`src/rtl/pipe_hazard_ctrl.sv`:
```
// Hazard control for an in-order pipeline: load-use stall, EX redirect flush and EX operand forwarding.
// Optional stall/flush performance counters are enabled by defining PIPE_HAZARD_CTRL_PERF_CNT_EN.
module pipe_hazard_ctrl #(
   parameter int  REG_ADDR_WIDTH = 5,
   parameter int  MEM_STAGES     = 1,
   localparam int SEL_W          = $clog2(MEM_STAGES + 2)
) (
   input  logic                      i_clk,
   input  logic                      i_reset_n,
   input  logic                      i_if_valid,
   input  logic [REG_ADDR_WIDTH-1:0] i_id_rs1,
   input  logic [REG_ADDR_WIDTH-1:0] i_id_rs2,
   input  logic                      i_id_rs1_used,
   input  logic                      i_id_rs2_used,
   input  logic [REG_ADDR_WIDTH-1:0] i_id_rd,
   input  logic                      i_id_rd_wr_en,
   input  logic                      i_id_is_load,
   input  logic                      i_ex_redirect,
   output logic                      o_pc_stall,
   output logic                      o_if_id_stall,
   output logic                      o_id_ex_bubble,
   output logic                      o_if_id_flush,
   output logic [SEL_W-1:0]          o_fwd_a_sel,
   output logic [SEL_W-1:0]          o_fwd_b_sel,
   output logic                      o_ex_valid,
   output logic                      o_commit,
   output logic [REG_ADDR_WIDTH-1:0] o_commit_rd,
   output logic [31:0]               o_stall_cycles,
   output logic [31:0]               o_flush_cycles
);

   // Stage index 0 = EX, 1..MEM_STAGES = M1..MK, MEM_STAGES+1 = WB
   localparam int NST = MEM_STAGES + 2;
   localparam int WB  = NST - 1;

   logic                      id_valid_q, id_valid_d;
   logic [NST-1:0]            st_valid_q, st_valid_d;
   logic [NST-1:0]            st_wr_q, st_wr_d;
   logic [NST-1:0]            st_ld_q, st_ld_d;
   logic [REG_ADDR_WIDTH-1:0] st_rd_q [NST];
   logic [REG_ADDR_WIDTH-1:0] st_rd_d [NST];
   logic [REG_ADDR_WIDTH-1:0] ex_rs1_q, ex_rs1_d, ex_rs2_q, ex_rs2_d;
   logic                      ex_rs1_used_q, ex_rs1_used_d, ex_rs2_used_q, ex_rs2_used_d;
   logic                      hazard_s;
   logic [SEL_W-1:0]          fwd_a_s, fwd_b_s;
   logic                      unused_ld_s;

   // Load results are only needed before they reach MK; later copies exist for stage bookkeeping only.
   assign unused_ld_s = ^st_ld_q[WB:MEM_STAGES];

   // Load-use hazard: a load in EX..M(K-1) whose result the ID instruction reads
   always_comb begin
      hazard_s = 1'b0;
      for (int s = 0; s < MEM_STAGES; s++) begin
         if (st_valid_q[s] && st_wr_q[s] && st_ld_q[s] && (st_rd_q[s] != '0) &&
             ((i_id_rs1_used && (i_id_rs1 == st_rd_q[s])) ||
              (i_id_rs2_used && (i_id_rs2 == st_rd_q[s])))) begin
            hazard_s = 1'b1;
         end else begin
            hazard_s = hazard_s;
         end
      end
      if (!id_valid_q) begin
         hazard_s = 1'b0;
      end else begin
         hazard_s = hazard_s;
      end
   end

   assign o_pc_stall     = hazard_s & ~i_ex_redirect;
   assign o_if_id_stall  = hazard_s & ~i_ex_redirect;
   assign o_id_ex_bubble = hazard_s | i_ex_redirect;
   assign o_if_id_flush  = i_ex_redirect;

   // Pipeline advance with bubble insertion on stall or redirect
   always_comb begin
      id_valid_d    = i_if_valid;
      st_valid_d[0] = id_valid_q;
      st_wr_d[0]    = id_valid_q & i_id_rd_wr_en;
      st_ld_d[0]    = id_valid_q & i_id_is_load;
      st_rd_d[0]    = id_valid_q ? i_id_rd : '0;
      ex_rs1_d      = id_valid_q ? i_id_rs1 : '0;
      ex_rs2_d      = id_valid_q ? i_id_rs2 : '0;
      ex_rs1_used_d = id_valid_q & i_id_rs1_used;
      ex_rs2_used_d = id_valid_q & i_id_rs2_used;
      for (int s = 1; s < NST; s++) begin
         st_valid_d[s] = st_valid_q[s-1];
         st_wr_d[s]    = st_wr_q[s-1];
         st_ld_d[s]    = st_ld_q[s-1];
         st_rd_d[s]    = st_rd_q[s-1];
      end
      if (i_ex_redirect || hazard_s) begin
         id_valid_d    = i_ex_redirect ? 1'b0 : id_valid_q;
         st_valid_d[0] = 1'b0;
         st_wr_d[0]    = 1'b0;
         st_ld_d[0]    = 1'b0;
         st_rd_d[0]    = '0;
         ex_rs1_d      = '0;
         ex_rs2_d      = '0;
         ex_rs1_used_d = 1'b0;
         ex_rs2_used_d = 1'b0;
      end else begin
         id_valid_d = i_if_valid;
      end
   end

   // Stage state registers
   always_ff @(posedge i_clk) begin
      if (!i_reset_n) begin
         id_valid_q    <= 1'b0;
         st_valid_q    <= '0;
         st_wr_q       <= '0;
         st_ld_q       <= '0;
         ex_rs1_q      <= '0;
         ex_rs2_q      <= '0;
         ex_rs1_used_q <= 1'b0;
         ex_rs2_used_q <= 1'b0;
         for (int s = 0; s < NST; s++) begin
            st_rd_q[s] <= '0;
         end
      end else begin
         id_valid_q    <= id_valid_d;
         st_valid_q    <= st_valid_d;
         st_wr_q       <= st_wr_d;
         st_ld_q       <= st_ld_d;
         ex_rs1_q      <= ex_rs1_d;
         ex_rs2_q      <= ex_rs2_d;
         ex_rs1_used_q <= ex_rs1_used_d;
         ex_rs2_used_q <= ex_rs2_used_d;
         for (int s = 0; s < NST; s++) begin
            st_rd_q[s] <= st_rd_d[s];
         end
      end
   end

   // Forwarding: scan from WB down so the youngest (lowest-index) producer wins
   always_comb begin
      fwd_a_s = '0;
      fwd_b_s = '0;
      for (int s = WB; s >= 1; s--) begin
         if (st_valid_q[s] && st_wr_q[s] && (st_rd_q[s] == ex_rs1_q)) begin
            fwd_a_s = SEL_W'(s);
         end else begin
            fwd_a_s = fwd_a_s;
         end
         if (st_valid_q[s] && st_wr_q[s] && (st_rd_q[s] == ex_rs2_q)) begin
            fwd_b_s = SEL_W'(s);
         end else begin
            fwd_b_s = fwd_b_s;
         end
      end
      if (!st_valid_q[0] || !ex_rs1_used_q || (ex_rs1_q == '0)) begin
         fwd_a_s = '0;
      end else begin
         fwd_a_s = fwd_a_s;
      end
      if (!st_valid_q[0] || !ex_rs2_used_q || (ex_rs2_q == '0)) begin
         fwd_b_s = '0;
      end else begin
         fwd_b_s = fwd_b_s;
      end
   end

   assign o_fwd_a_sel = fwd_a_s;
   assign o_fwd_b_sel = fwd_b_s;
   assign o_ex_valid  = st_valid_q[0];
   assign o_commit    = st_valid_q[WB];
   assign o_commit_rd = st_rd_q[WB];

`ifdef PIPE_HAZARD_CTRL_PERF_CNT_EN
   logic [31:0] stall_cnt_q, stall_cnt_d, flush_cnt_q, flush_cnt_d;

   // Saturating event counters
   always_comb begin
      stall_cnt_d = stall_cnt_q;
      flush_cnt_d = flush_cnt_q;
      if (o_pc_stall && (stall_cnt_q != 32'hFFFF_FFFF)) begin
         stall_cnt_d = stall_cnt_q + 32'd1;
      end else begin
         stall_cnt_d = stall_cnt_q;
      end
      if (o_if_id_flush && (flush_cnt_q != 32'hFFFF_FFFF)) begin
         flush_cnt_d = flush_cnt_q + 32'd1;
      end else begin
         flush_cnt_d = flush_cnt_q;
      end
   end

   // Counter registers
   always_ff @(posedge i_clk) begin
      if (!i_reset_n) begin
         stall_cnt_q <= 32'd0;
         flush_cnt_q <= 32'd0;
      end else begin
         stall_cnt_q <= stall_cnt_d;
         flush_cnt_q <= flush_cnt_d;
      end
   end

   assign o_stall_cycles = stall_cnt_q;
   assign o_flush_cycles = flush_cnt_q;
`else
   assign o_stall_cycles = 32'd0;
   assign o_flush_cycles = 32'd0;
`endif

endmodule

```
`config.mk`:
```
export PLATFORM = sky130hd
export DESIGN_NAME = pipe_hazard_ctrl
export DESIGN_NICKNAME = d
export VERILOG_FILES = /design/src/rtl/pipe_hazard_ctrl.sv
export SDC_FILE = /design/constraint.sdc
export NUM_CORES = 1
export LEC_CHECK = 0
export CORE_ASPECT_RATIO = 0.8
export CORE_MARGIN = 2
export CORE_UTILIZATION = 56
export CTS_CLUSTER_DIAMETER = 60
export DETAILED_ROUTE_END_ITERATION = 10
export DONT_BUFFER_PORTS = 1
export PLACE_DENSITY_LB_ADDON = 0.08
export SYNTH_ARGS = -nofsm -noshare
export SYNTH_HDL_FRONTEND = slang
export SYNTH_SLANG_ARGS = --single-unit
```
`constraint.sdc`:
```
create_clock -name i_clk -period 1.35 [get_ports i_clk]
set_clock_uncertainty 0.15 [all_clocks]
set_input_delay 0.135 -clock i_clk [delete_from_list [all_inputs] [get_ports i_clk]]
set_output_delay 0.135 -clock i_clk [all_outputs]
set_load 0.1 [all_outputs]
```
==> metrics.md, run 1 <==
| Metric | Value |
|---|---|
| Share of layout cells above drive strength 1 | `41.8%` |
| Core area | `3450 sq um` |
| Non-Filler Instances | `339` |
| CTS clk-pin slew, worst paths | `0.08 ns` |
| Placed Cells | `295` |
| Syn Area/Cell | `8.85 sq um` |
| DRT Pass-1 Iters | `4` |
| Reg2reg setup slack | `-0.64 ns` |
| Buf+Inv Stages, Crit Path | `2` |
| Met2 Wirelength | `3.41 mm` |
| Slew Viols, Final | `0` |
| Synth Cell Area | `2020 sq um` |
| FF-to-FF End | `ex_rs2_q[1]$_SDFF_PP0_` |
| Final Critical Period | `2.09 ns` |
| Crit path capture type | `output pin` |
| Outcome | `complete, but fails checks` |
| Failing checks | `setup timing` |
| Peak supply drop | `1.20 mV` |
| RSZ-0062 raised after global routing | `true` |
| Largest net degree at the start of global routing | `21` |
| Clock Path Buffers | `2` |
| Global-route usage over all layers | `27.7%` |
| Vias in the first global route | `1683` |
| Min-delay src | `i_reset_n` |
| Clock root cell | `clkbuf_8` |
| P&R area growth vs syn | `48.4%` |
| Sum Neg Setup Slack | `-15.18 ns` |
| CTS buffer count | `5` |
| R2r worst-path depth | `10` |
| Post-route ant nets | `0` |
| Port bufs | `0` |
| Max cap viols | `0` |
| Cell taking the most area after synthesis | `dfxtp_1` |
| FF+latch count, synth | `35` |
| Vias per cell | `5.24` |
| Final Hold Viols | `0` |
| Number of synthesis warnings | `0` |
| Slowest cell on crit path | `dfxtp_4` |
| Most common cell after layout, fill and taps aside | `conb_1` |
| PwrDens | `974 nW/um^2` |
| Worst hold path endpoint | `st_ld_q[0]$_SDFF_PP0_` |
| Worst EP arrival | `1.81 ns` |
| Avg WL per Cell | `20.0 microns` |
| Cell Rows | `19` |
| Global route overflow | `0` |
| Clock sink count | `35` |
| Starting Density | `58.5%` |
| Crit share post-route | `155%` |
| Post-Synthesis Cells | `228` |
| Worst EP required | `1.07 ns` |
| Seq/Total Area, Yosys | `34.7%` |
| Crit Path Class | `flop to output pin` |
| Final setup fails | `28` |
| Crit Path Max Fanout | `4` |
| Final design utilization | `86.9%` |
| Wire length on met3 | `557 microns` |
| Die width | `71.1 microns` |
| Hold Path Class | `input port to flop` |
| Starting DRT DRC Count | `69` |
| Routed WL | `6.79 mm` |
| Hold Path Stages | `3` |
| Placer's final routability congestion estimate | `0.933` |
| CTS H-tree lvls | `2` |
| Area contributors post-synth | `dfxtp_1, buf_4, xnor2_1` |
| Wl on met1 | `2.48 mm` |
| Top cell type's share of synthesized area | `34.7%` |
| Post-synthesis cell type count | `26` |
| DR vias | `1777` |
| Reg-to-Reg Start | `st_rd_q[0][0]$_SDFF_PP0_` |
| First-pass GRT wire length | `8.67 mm` |
| Pre-CTS setup slack | `-0.425 ns` |
| Antenna Diode Count | `0` |
| Hpwl dp | `3.11 mm` |
| Initial antenna violation count | `0` |
| Max Fclk | `0.478 GHz` |
| WHS | `0.113 ns` |
| CP Launch Point | `st_rd_q[0][0]$_SDFF_PP0_` |
| Max incr delay on CP | `0.40 ns` |
| Commonest non-fill, non-tap cells in the layout | `conb_1, buf_4, dlygate4sd3_1, nand3_1, a21oi_2` |
| Startpoint Class | `flop` |
| DR top layer | `met4` |
| Final setup margin | `-0.743 ns` |
| Die ar. | `4100 sq um` |
| Fin nets | `319` |
| CTS tree | `done` |
| Worst-path cell chain | `xnor2_4, nand4_1, o22a_2, nor3b_4, buf_4, buf_12` |
| Largest delay share family, worst path | `flip-flops` |
| LEAKAGE | `1.28 nW` |
| Die span in y | `57.7 microns` |
| # DRC | `0` |
| Clock latency on the worst-skew pair | `0.28 ns` |
| IO Pins | `102` |
## metal layers
| layer | GRT usage (%) | up-vias |
|---|---|---|
| met5 | 0 | - |
| met3 | 6.96 | 32 |
| met2 | 49.5 | 117 |
| met1 | 32.5 | 850 |
| li1 | - | 778 |
| met4 | 10.2 | 0 |
## sequential cells by signal, summed over array words and instances (netlist names)
name / count
st_rd_q: 15
ex_rs1_q: 5
ex_rs2_q: 5
st_valid_q: 3
st_wr_q: 3
ex_rs1_used_q: 1
ex_rs2_used_q: 1
id_valid_q: 1
st_ld_q: 1
## worst max-delay path by stage
stage          slack [ns]  cells past startpoint             end
2_1_floorplan       -1.01                      4      o_pc_stall
3_3_place_gp        -0.39                      5   o_if_id_stall
3_5_place_dp        -0.42                      5   o_if_id_stall
4_1_cts             -0.71                      5  o_fwd_a_sel[1]
5_1_grt             -0.77                      6   o_if_id_stall
6_report            -0.74                      6   o_if_id_stall
## worst register-to-register path, cell delays in order, from the launching register on
cell and delay [ns]:
dfxtp_4 0.40, xnor2_4 0.19, nand4_1 0.17, buf_4 0.18
o22ai_4 0.16, buf_6 0.13, buf_6 0.08, buf_6 0.08
buf_8 0.12, clkbuf_16 0.16, a21oi_2 0.06
## metrics by stage
step | power (W) | instance area, sq um
after detailed placement | 0.00196 | 2230
after CTS | 0.00285 | 2760
after global routing | 0.00299 | 3000
final | 0.00292 | 3000
after floorplan | 0.00208 | 2360
after global placement | 0.00195 | 2230
## power breakdown
part / switching (W) / internal, W
Sequential: 0.0000110 / 0.00102
Combinational: 0.000901 / 0.000128
Clock: 0.000390 / 0.000464
## synth_stat cells, drive strengths merged
library cell	n
nor4	4
o211ai	2
buf	70
nor3	5
and2	14
nor3b	1
a21oi	21
nand2	6
nand3	19
a21o	1
xnor2	20
o22ai	1
clkbuf	5
conb	1
xor2	10
nand4	7
nor2	1
or4	2
dfxtp	35
o22a	1
o21ai	1
and2b	1
## area by class of cell
| cell class | instances | area, sq um |
|---|---|---|
| Clock buffer | 7 | 96.3 |
| Multi-Input combinational cell | 181 | 1290 |
| Clock inverter | 1 | 7.51 |
| Tap cell | 42 | 52.6 |
| Timing Repair Buffer | 73 | 803 |
| Fill cell | 141 | 452 |
| Sequential cell | 35 | 748 |
## what timing repair did
item,CTS,global route
endpoints found under the hold margin,34,0
setup endpoints to repair,27,28
gates resized for setup,29,40
hold buffers,21,0
pin swaps,23,27
buffers inserted,7,8
gates cloned,2,1
## cell families after synthesis
family                    Yosys count  synth area share, %
DFF                                35                 34.7
buffers and inverters              75                 27.1
xor gates and xnor gates           30                 13.0
AOI/OAI and AO/OA                  27                 8.43
and+or+nand+nor                    60                 16.6
other                               1                0.186
No activity file was read; power rests on OpenSTA's default activity.
==> inputs of run 2 (changes only) <==
- GPL_ROUTABILITY_DRIVEN: unset -> 1
- TNS_END_PERCENT: unset -> 1
==> metrics.md, run 2 (synthesis gave the netlist of run 1 again) <==
| Metric | Value |
|---|---|
| Fin nets | `305 (was 319)` |
| CTS buffer count | `5 (unchanged)` |
| Max reg flops | `15 (unchanged)` |
| R2r worst-path depth | `7 (was 10)` |
| Antenna Diode Count | `0 (unchanged)` |
| CTS tree | `done (unchanged)` |
| Commonest non-fill, non-tap cells in the layout | `conb_1, buf_4, dfxtp_1, dlygate4sd3_1 (was conb_1, buf_4, dlygate4sd3_1, nand3_1, a21oi_2)` |
| Global route overflow | `0 (unchanged)` |
| WHS | `0.120 ns (was 0.113 ns)` |
| CTS clk-pin slew, worst paths | `0.07 ns (was 0.08 ns)` |
| Startpoint Class | `flop (unchanged)` |
| Clock root cell | `clkbuf_8 (unchanged)` |
| Cell Rows | `19 (unchanged)` |
| Clock power frac | `31.6% (was 29.3%)` |
| DR vias | `1548 (was 1777)` |
| LEAKAGE | `1.18 nW (was 1.28 nW)` |
| Comb power frac | `33.1% (was 35.3%)` |
| Die width | `71.1 microns (unchanged)` |
| Die span in y | `57.7 microns (unchanged)` |
| Slew Viols, Final | `0 (unchanged)` |
| Final setup margin | `-0.861 ns (was -0.743 ns)` |
| Crit Path Class | `flop to output pin (unchanged)` |
| Share of layout cells above drive strength 1 | `27.2% (was 41.8%)` |
| Avg WL per Cell | `14.3 microns (was 20.0 microns)` |
| Internal | `0.00169 W (was 0.00162 W)` |
| DR top layer | `met4 (unchanged)` |
| P_sw | `0.00127 W (was 0.00130 W)` |
| Wire length on met3 | `443 microns (was 557 microns)` |
| Starting Density | `58.5% (unchanged)` |
| Final setup fails | `28 (unchanged)` |
| Vias per cell | `4.76 (was 5.24)` |
| Clock Path Buffers | `2 (unchanged)` |
| Failing checks | `setup timing (unchanged)` |
| Max incr delay on CP | `0.38 ns (was 0.40 ns)` |
| P&R area growth vs syn | `32.2% (was 48.4%)` |
| Most common cell after layout, fill and taps aside | `conb_1 (unchanged)` |
| Starting DRT DRC Count | `77 (was 69)` |
| Worst EP arrival | `1.93 ns (was 1.81 ns)` |
| Post-route ant nets | `0 (unchanged)` |
| Pre-CTS setup slack | `-0.506 ns (was -0.425 ns)` |
| Placer's final routability congestion estimate | `0.939 (was 0.933)` |
| Sum Neg Setup Slack | `-12.78 ns (was -15.18 ns)` |
| Wl on met1 | `1.76 mm (was 2.48 mm)` |
| Crit share post-route | `164% (was 155%)` |
| Peak supply drop | `0.916 mV (was 1.20 mV)` |
| Biggest regs | `st_rd_q: 15 flops, ex_rs1_q: 5 flops, ex_rs2_q: 5 flops (unchanged)` |
| Met2 Wirelength | `2.23 mm (was 3.41 mm)` |
| Layout fillers | `213 (was 141)` |
| Final Hold Viols | `0 (unchanged)` |
| Largest net degree at the start of global routing | `22 (was 21)` |
| Port bufs | `0 (unchanged)` |
| IO Pins | `102 (unchanged)` |
| Slowest cell on crit path | `dfxtp_4 (unchanged)` |
| Worst-path cell chain | `xnor2_1, nand4_1, o22a_2, nor3b_4, buf_6, buf_16 (was xnor2_4, nand4_1, o22a_2, nor3b_4, buf_4, buf_12)` |
| Core area | `3450 sq um (unchanged)` |
| Final Critical Period | `2.21 ns (was 2.09 ns)` |
| Hpwl dp | `3.02 mm (was 3.11 mm)` |
| Die ar. | `4100 sq um (unchanged)` |
| CTS H-tree lvls | `2 (unchanged)` |
| Hold Path Stages | `0 (was 3)` |
| Switching Share | `42.8% (was 44.6%)` |
| Routed WL | `4.64 mm (was 6.79 mm)` |
| Outcome | `complete, but fails checks (unchanged)` |
| Hold Path Class | `input port to output pin (was input port to flop)` |
| Max cap viols | `0 (unchanged)` |
| Global-route usage over all layers | `22.5% (was 27.7%)` |
| Seq pwr share | `35.3% (was 35.4%)` |
| Placed Cells | `292 (was 295)` |
| Final design utilization | `77.4% (was 86.9%)` |
| DRT Pass-1 Iters | `5 (was 4)` |
| RSZ-0062 raised after global routing | `true (unchanged)` |
| Max Fclk | `0.452 GHz (was 0.478 GHz)` |
| Vias in the first global route | `1445 (was 1683)` |
| Non-Filler Instances | `325 (was 339)` |
| Clock latency on the worst-skew pair | `0.28 ns (about the same)` |
| Crit path capture type | `output pin (unchanged)` |
| # DRC | `0 (unchanged)` |
| Sequential Area | `726 sq um (was 748 sq um)` |
| Largest Register | `st_rd_q (unchanged)` |
| Crit Path Max Fanout | `3 (was 4)` |
| PwrDens | `1110 nW/um^2 (was 974 nW/um^2)` |
| Clock sink count | `35 (unchanged)` |
| Worst EP required | `1.07 ns (about the same)` |
| Multi-input gate area | `1150 sq um (was 1290 sq um)` |
| Initial antenna violation count | `0 (unchanged)` |
| First-pass GRT wire length | `7.04 mm (was 8.67 mm)` |
-- run 2: per-layer routing --
metal	vias up	track usage, %
li1	741	-
met1	682	26.1
met2	104	36.7
met3	21	8.52
met4	0	11.3
met5	-	0
-- run 2: per-stage QoR --
stage               area [sq um]  total power, W
floorplan                   2350         0.00208
global placement            2210         0.00196
detailed placement          2210         0.00196
CTS                         2610         0.00294
global route                2670         0.00303
finish                      2670         0.00296
-- run 2: final timing paths --
kind / slack [ns] / endpoint / startpoint
worst max-delay path: -0.86 / o_pc_stall / st_rd_q[0][0]$_SDFF_PP0_
worst min-delay path: 0.12 / o_if_id_flush / i_ex_redirect
worst max register to register: -0.39 / st_rd_q[0][0]$_SDFF_PP0_ / st_rd_q[0][0]$_SDFF_PP0_
worst min register to register: 0.31 / st_valid_q[2]$_SDFF_PN0_ / st_valid_q[1]$_SDFF_PN0_
-- run 2: power by group through the flow --
stage               combinational (W)  clock (W)  sequential, W
finish                       0.000980   0.000935        0.00104
global route                  0.00100   0.000982        0.00104
CTS                          0.000959   0.000944        0.00104
detailed placement           0.000895          0        0.00107
global placement             0.000892          0        0.00107
floorplan                     0.00101          0        0.00108
-- run 2: final cells by class --
| class | instances | area share [%] |
|---|---|---|
| tap | 42 | 1.97 |
| clock buffer | 5 | 2.58 |
| timing repair buffer | 59 | 23.6 |
| multi-input combinational | 181 | 43.0 |
| sequential | 35 | 27.2 |
| clock inverter | 3 | 1.64 |
-- run 2: what timing repair did --
item / 4_1_cts / 5_1_grt
pin swaps: 7 / 8
buffers inserted: 3 / 1
endpoints found under the hold margin: 34 / 0
setup endpoints to repair: 28 / 28
gates resized for setup: 13 / 11
hold buffers: 21 / 0
-- run 2: worst max-delay path, delay by kind of cell (launching register included) --
family | cells | cell delay, ns
XOR/XNOR | 1 | 0.26
flip-flops | 1 | 0.38
AND/OR/NAND/NOR | 2 | 0.41
AO/OA/AOI/OAI | 1 | 0.27
buffers and inverters | 2 | 0.31
==> RTL edit 1: new RTL, flow settings as in run 1 <==
The option `PIPE_HAZARD_CTRL_PERF_CNT_EN` is turned on by a define.
--- a/src/rtl/pipe_hazard_ctrl.sv
+++ b/src/rtl/pipe_hazard_ctrl.sv
@@ -1,5 +1,7 @@
 // Hazard control for an in-order pipeline: load-use stall, EX redirect flush and EX operand forwarding.
 // Optional stall/flush performance counters are enabled by defining PIPE_HAZARD_CTRL_PERF_CNT_EN.
+`define PIPE_HAZARD_CTRL_PERF_CNT_EN
+
 module pipe_hazard_ctrl #(
    parameter int  REG_ADDR_WIDTH = 5,
    parameter int  MEM_STAGES     = 1,
Check against the original RTL: not equivalent (a bounded check fails within 4 cycles, from zero or initial values and one cycle with i_reset_n low).
==> RTL edit 1 against run 1 <==
Synthesized area is 140% higher. The flow now stops in clock tree synthesis (4_1_cts).
==> RTL edit 1: results (changes against run 1) <==
The flow did not finish. Stage where the flow stopped: clock tree synthesis (4_1_cts). The first error in the log reads "[ERROR DPL-0038] Utilization greater than 100%, impossible to legalize".

The fraction of registers with async set/reset is 0 (unchanged), and the portion of the post-synthesis area used by sequential elements is 0.406 (+0.0584). Net count after synthesis: 578. In the post-synthesis netlist, the biggest area contributors are sky130_fd_sc_hd__dfxtp_1 41%, sky130_fd_sc_hd__mux2i_1 5.3%, sky130_fd_sc_hd__and2_1 4.7%, sky130_fd_sc_hd__xnor2_1 4.5%, sky130_fd_sc_hd__nand2_1 4.4%. The cell at the root of the clock tree was sky130_fd_sc_hd__clkbuf_8. The post-synthesis cell count is 553 (+140%), and the number of input and output port buffers inserted is 0 (unchanged). For the number of cells upsized or downsized after cts, the log shows 183 (+530%). The synthesis-stage register bit count was 99 (+180%); the hold-fix buffer count after cts was 31 (+48%). After synthesis, the most frequently instantiated cells are 99 x sky130_fd_sc_hd__dfxtp_1, 57 x sky130_fd_sc_hd__nand2_1, 37 x sky130_fd_sc_hd__and2_1. The placer's final routability congestion estimate was 0.904 (-3.1%). The number of warnings reported in the yosys synthesis log was 0 (unchanged); the number of buffers inserted during clock tree synthesis was 9 (+4). The post-DP HPWL was 10300 um (+230%). Maximum root-to-sink buffer count: 2 (unchanged). The cell count after placement was 801 (+170%); the CTS H-tree depth was 3 (+1). The tools report the unique cell type count in the Yosys netlist as 47 (+81%). The number of enable-type register cells in the synthesized netlist works out to 0 (unchanged). The number of buffers added for setup after CTS was 32 (+25); the number of standard-cell rows in the floorplan was 30 (+11).
RTL edit 1: stage by stage:
stage	utilization	hold WS (ns)	setup WS, ns	cell area (sq um)
2_1_floorplan	-	0.109	-0.951	5670
3_3_place_gp	0.820	0.111	-0.679	6950
3_5_place_dp	0.820	0.113	-0.811	6950
RTL edit 1: cell families after synthesis:
kind of cell             share of synthesized area
XOR/XNOR                                    0.0663
AO/OA/AOI/OAI                                0.110
flip-flops                                   0.406
adder cells (fa/ha/maj)                    0.00512
AND/OR/NAND/NOR                              0.322
multiplexers                                0.0533
buffers and inverters                       0.0379
==> RTL edit 2: new RTL, settings of run 1 <==
Made on the original files. `ex_rs1_q` and `ex_rs2_q` no longer have a reset.
--- a/src/rtl/pipe_hazard_ctrl.sv
+++ b/src/rtl/pipe_hazard_ctrl.sv
@@ -111,8 +111,6 @@
          st_valid_q    <= '0;
          st_wr_q       <= '0;
          st_ld_q       <= '0;
-         ex_rs1_q      <= '0;
-         ex_rs2_q      <= '0;
          ex_rs1_used_q <= 1'b0;
          ex_rs2_used_q <= 1'b0;
          for (int s = 0; s < NST; s++) begin
@@ -123,14 +121,17 @@
          st_valid_q    <= st_valid_d;
          st_wr_q       <= st_wr_d;
          st_ld_q       <= st_ld_d;
-         ex_rs1_q      <= ex_rs1_d;
-         ex_rs2_q      <= ex_rs2_d;
          ex_rs1_used_q <= ex_rs1_used_d;
          ex_rs2_used_q <= ex_rs2_used_d;
          for (int s = 0; s < NST; s++) begin
             st_rd_q[s] <= st_rd_d[s];
          end
       end
+   end
+
+   always_ff @(posedge i_clk) begin
+      ex_rs1_q <= ex_rs1_d;
+      ex_rs2_q <= ex_rs2_d;
    end
 
    // Forwarding: scan from WB down so the youngest (lowest-index) producer wins
Check against the original RTL: same outputs for any inputs over 10 cycles, from zero or initial values and one cycle with i_reset_n low; that may be too few to reach the edited logic, so the function may still have changed.
==> RTL edit 2 against run 1 <==
Power decreased by 1.8%. Critical endpoint is now o_pc_stall. Setup slack got worse by 0.12 ns. Hold slack got worse by 0.029 ns. Final area increased by 0.84%. Wire length increased by 9.1%. Sequential cell count unchanged. Die area decreased by 0.53%. Sequential share of layout area decreased by 0.21 points. Via count increased by 1.7%. Synthesized area decreased by 0.56%. The run still ends with negative setup slack left.
==> RTL edit 2: results (changes against run 1) <==
The flow ran to the end, but the final reports show violations. The checks that failed: negative setup slack. The run gives 0.281 (+0.00355) as the global-route usage over all layers. The worst hold path cell count was 4 (+1); the wire length per cell after detailed routing was 22.0 um (+9.8%).

The leakage power was 1.29 nW (+0.74%); the worst voltage drop across the vdd grid was 0.00128 V (+7.1%). The run gives 0.876 (-6.1%) as the placer's final routability congestion estimate. The violation count after the first detailed-route iteration was 112 (+62%); the portion of the post-synthesis area used by sequential elements was 0.349 (+0.00195). The post-place instance area was 2190 sq um (-1.9%); the largest fanout on the critical path was 3 (-1). The worst hold slack across all endpoints is 0.0837 ns (-0.0291 ns), and the via count of the first global-routing pass is 1669 (-0.83%). The run gives -17.06 ns (-1.88 ns) as the accumulated negative setup slack.

The worst slack after detailed placement came out at -0.429 ns (-0.00390 ns). For the number of iterations in the first detailed-routing pass, the log shows 5 (+1). For the switching power of the nets, the log shows 1.34 mW (+2.8%).

The total number of vias was 1807 (+1.7%); the final-report setup violation count was 28 (unchanged). The reg-to-reg endpoint was ex_rs1_used_q. The number of cell instances on the worst register-to-register path is 9 (-1), and the largest net degree at the start of global routing is 26 (+24%). The net total in the final layout was 317 (-0.63%).

Yosys attributes the largest share of cell area to sky130_fd_sc_hd__dfxtp_1 35%, sky130_fd_sc_hd__buf_4 25%, sky130_fd_sc_hd__xnor2_1 8.7%, sky130_fd_sc_hd__a21oi_1 5.0%, sky130_fd_sc_hd__xor2_1 4.4%. The run gives -0.868 ns (-0.125 ns) as the final critical-path setup slack. The data arrival time at the worst-slack endpoint was 1.93 ns (+0.12 ns).

Ranked by instance count, the synthesized netlist is headed by 66 x sky130_fd_sc_hd__buf_4, 35 x sky130_fd_sc_hd__dfxtp_1, 20 x sky130_fd_sc_hd__a21oi_1, 20 x sky130_fd_sc_hd__xnor2_1, 16 x sky130_fd_sc_hd__nand2_1. The ratio of cells with drive above 1 in the final layout is 0.417 (-0.000559), and the final wirelength is 7410 um (+9.1%). Broken down by cell family, the worst path's largest delay share belongs to simple AND/OR/NAND/NOR gates.

The tools report the cell count after placement as 293 (-0.68%). In this run the most critical hold path is launched from i_ex_redirect.
RTL edit 2: cell types whose count changed after synthesis, sizes merged:
cell	change
nand2	+10
nand3	-10
nor2b	+2
and2b	-1
clkbuf	-1
RTL edit 2: per-layer routing:
layer,track usage,part of all wire,up-vias
li1,-,-,754
met1,0.310,0.35,860
met2,0.506,0.50,164
met3,0.0777,0.098,29
met4,0.124,0.047,0
met5,0,0,-
RTL edit 2: kinds of logic after synthesis:
group,share of synthesized area
flip-flops,0.349
AO/OA/AOI/OAI,0.0848
XOR/XNOR,0.131
AND/OR/NAND/NOR,0.163
other,0.00187
buffers and inverters,0.271
RTL edit 2: power groups by stage:
stage / combinational [mW] / clock [mW] / sequential (mW)
after global routing: 1.07 / 0.814 / 1.04
after detailed placement: 0.886 / 0 / 1.07
after CTS: 0.986 / 0.743 / 1.04
after global placement: 0.883 / 0 / 1.07
final: 1.05 / 0.774 / 1.04
after floorplan: 1.01 / 0 / 1.08
RTL edit 2: what timing repair did:
| item | 4_1_cts | 5_1_grt |
|---|---|---|
| hold buffers | 22 | 0 |
| pin swaps | 27 | 37 |
| gates resized for setup | 45 | 47 |
| endpoints found under the hold margin | 35 | 0 |
| cloned | 3 | 0 |
| setup buffers | 10 | 8 |
| setup endpoints to repair | 29 | 43 |
RTL edit 2: area by class of cell:
type / instances / area, sq um
multi-input combinational: 182 / 1330
timing repair buffer: 70 / 806
sequential: 35 / 748
fill: 147 / 403
clock buffer: 6 / 72.6
tap: 42 / 52.6
clock inverter: 2 / 12.5
RTL edit 2: worst reg2reg max path, delay by kind of cell, from the launching register on:
kind	cells	cell delay, ns
buffers and inverters	5	0.69
DFF	1	0.38
and+or+nand+nor	1	0.21
xor gates and xnor gates	1	0.21
AOI/OAI and AO/OA	2	0.22
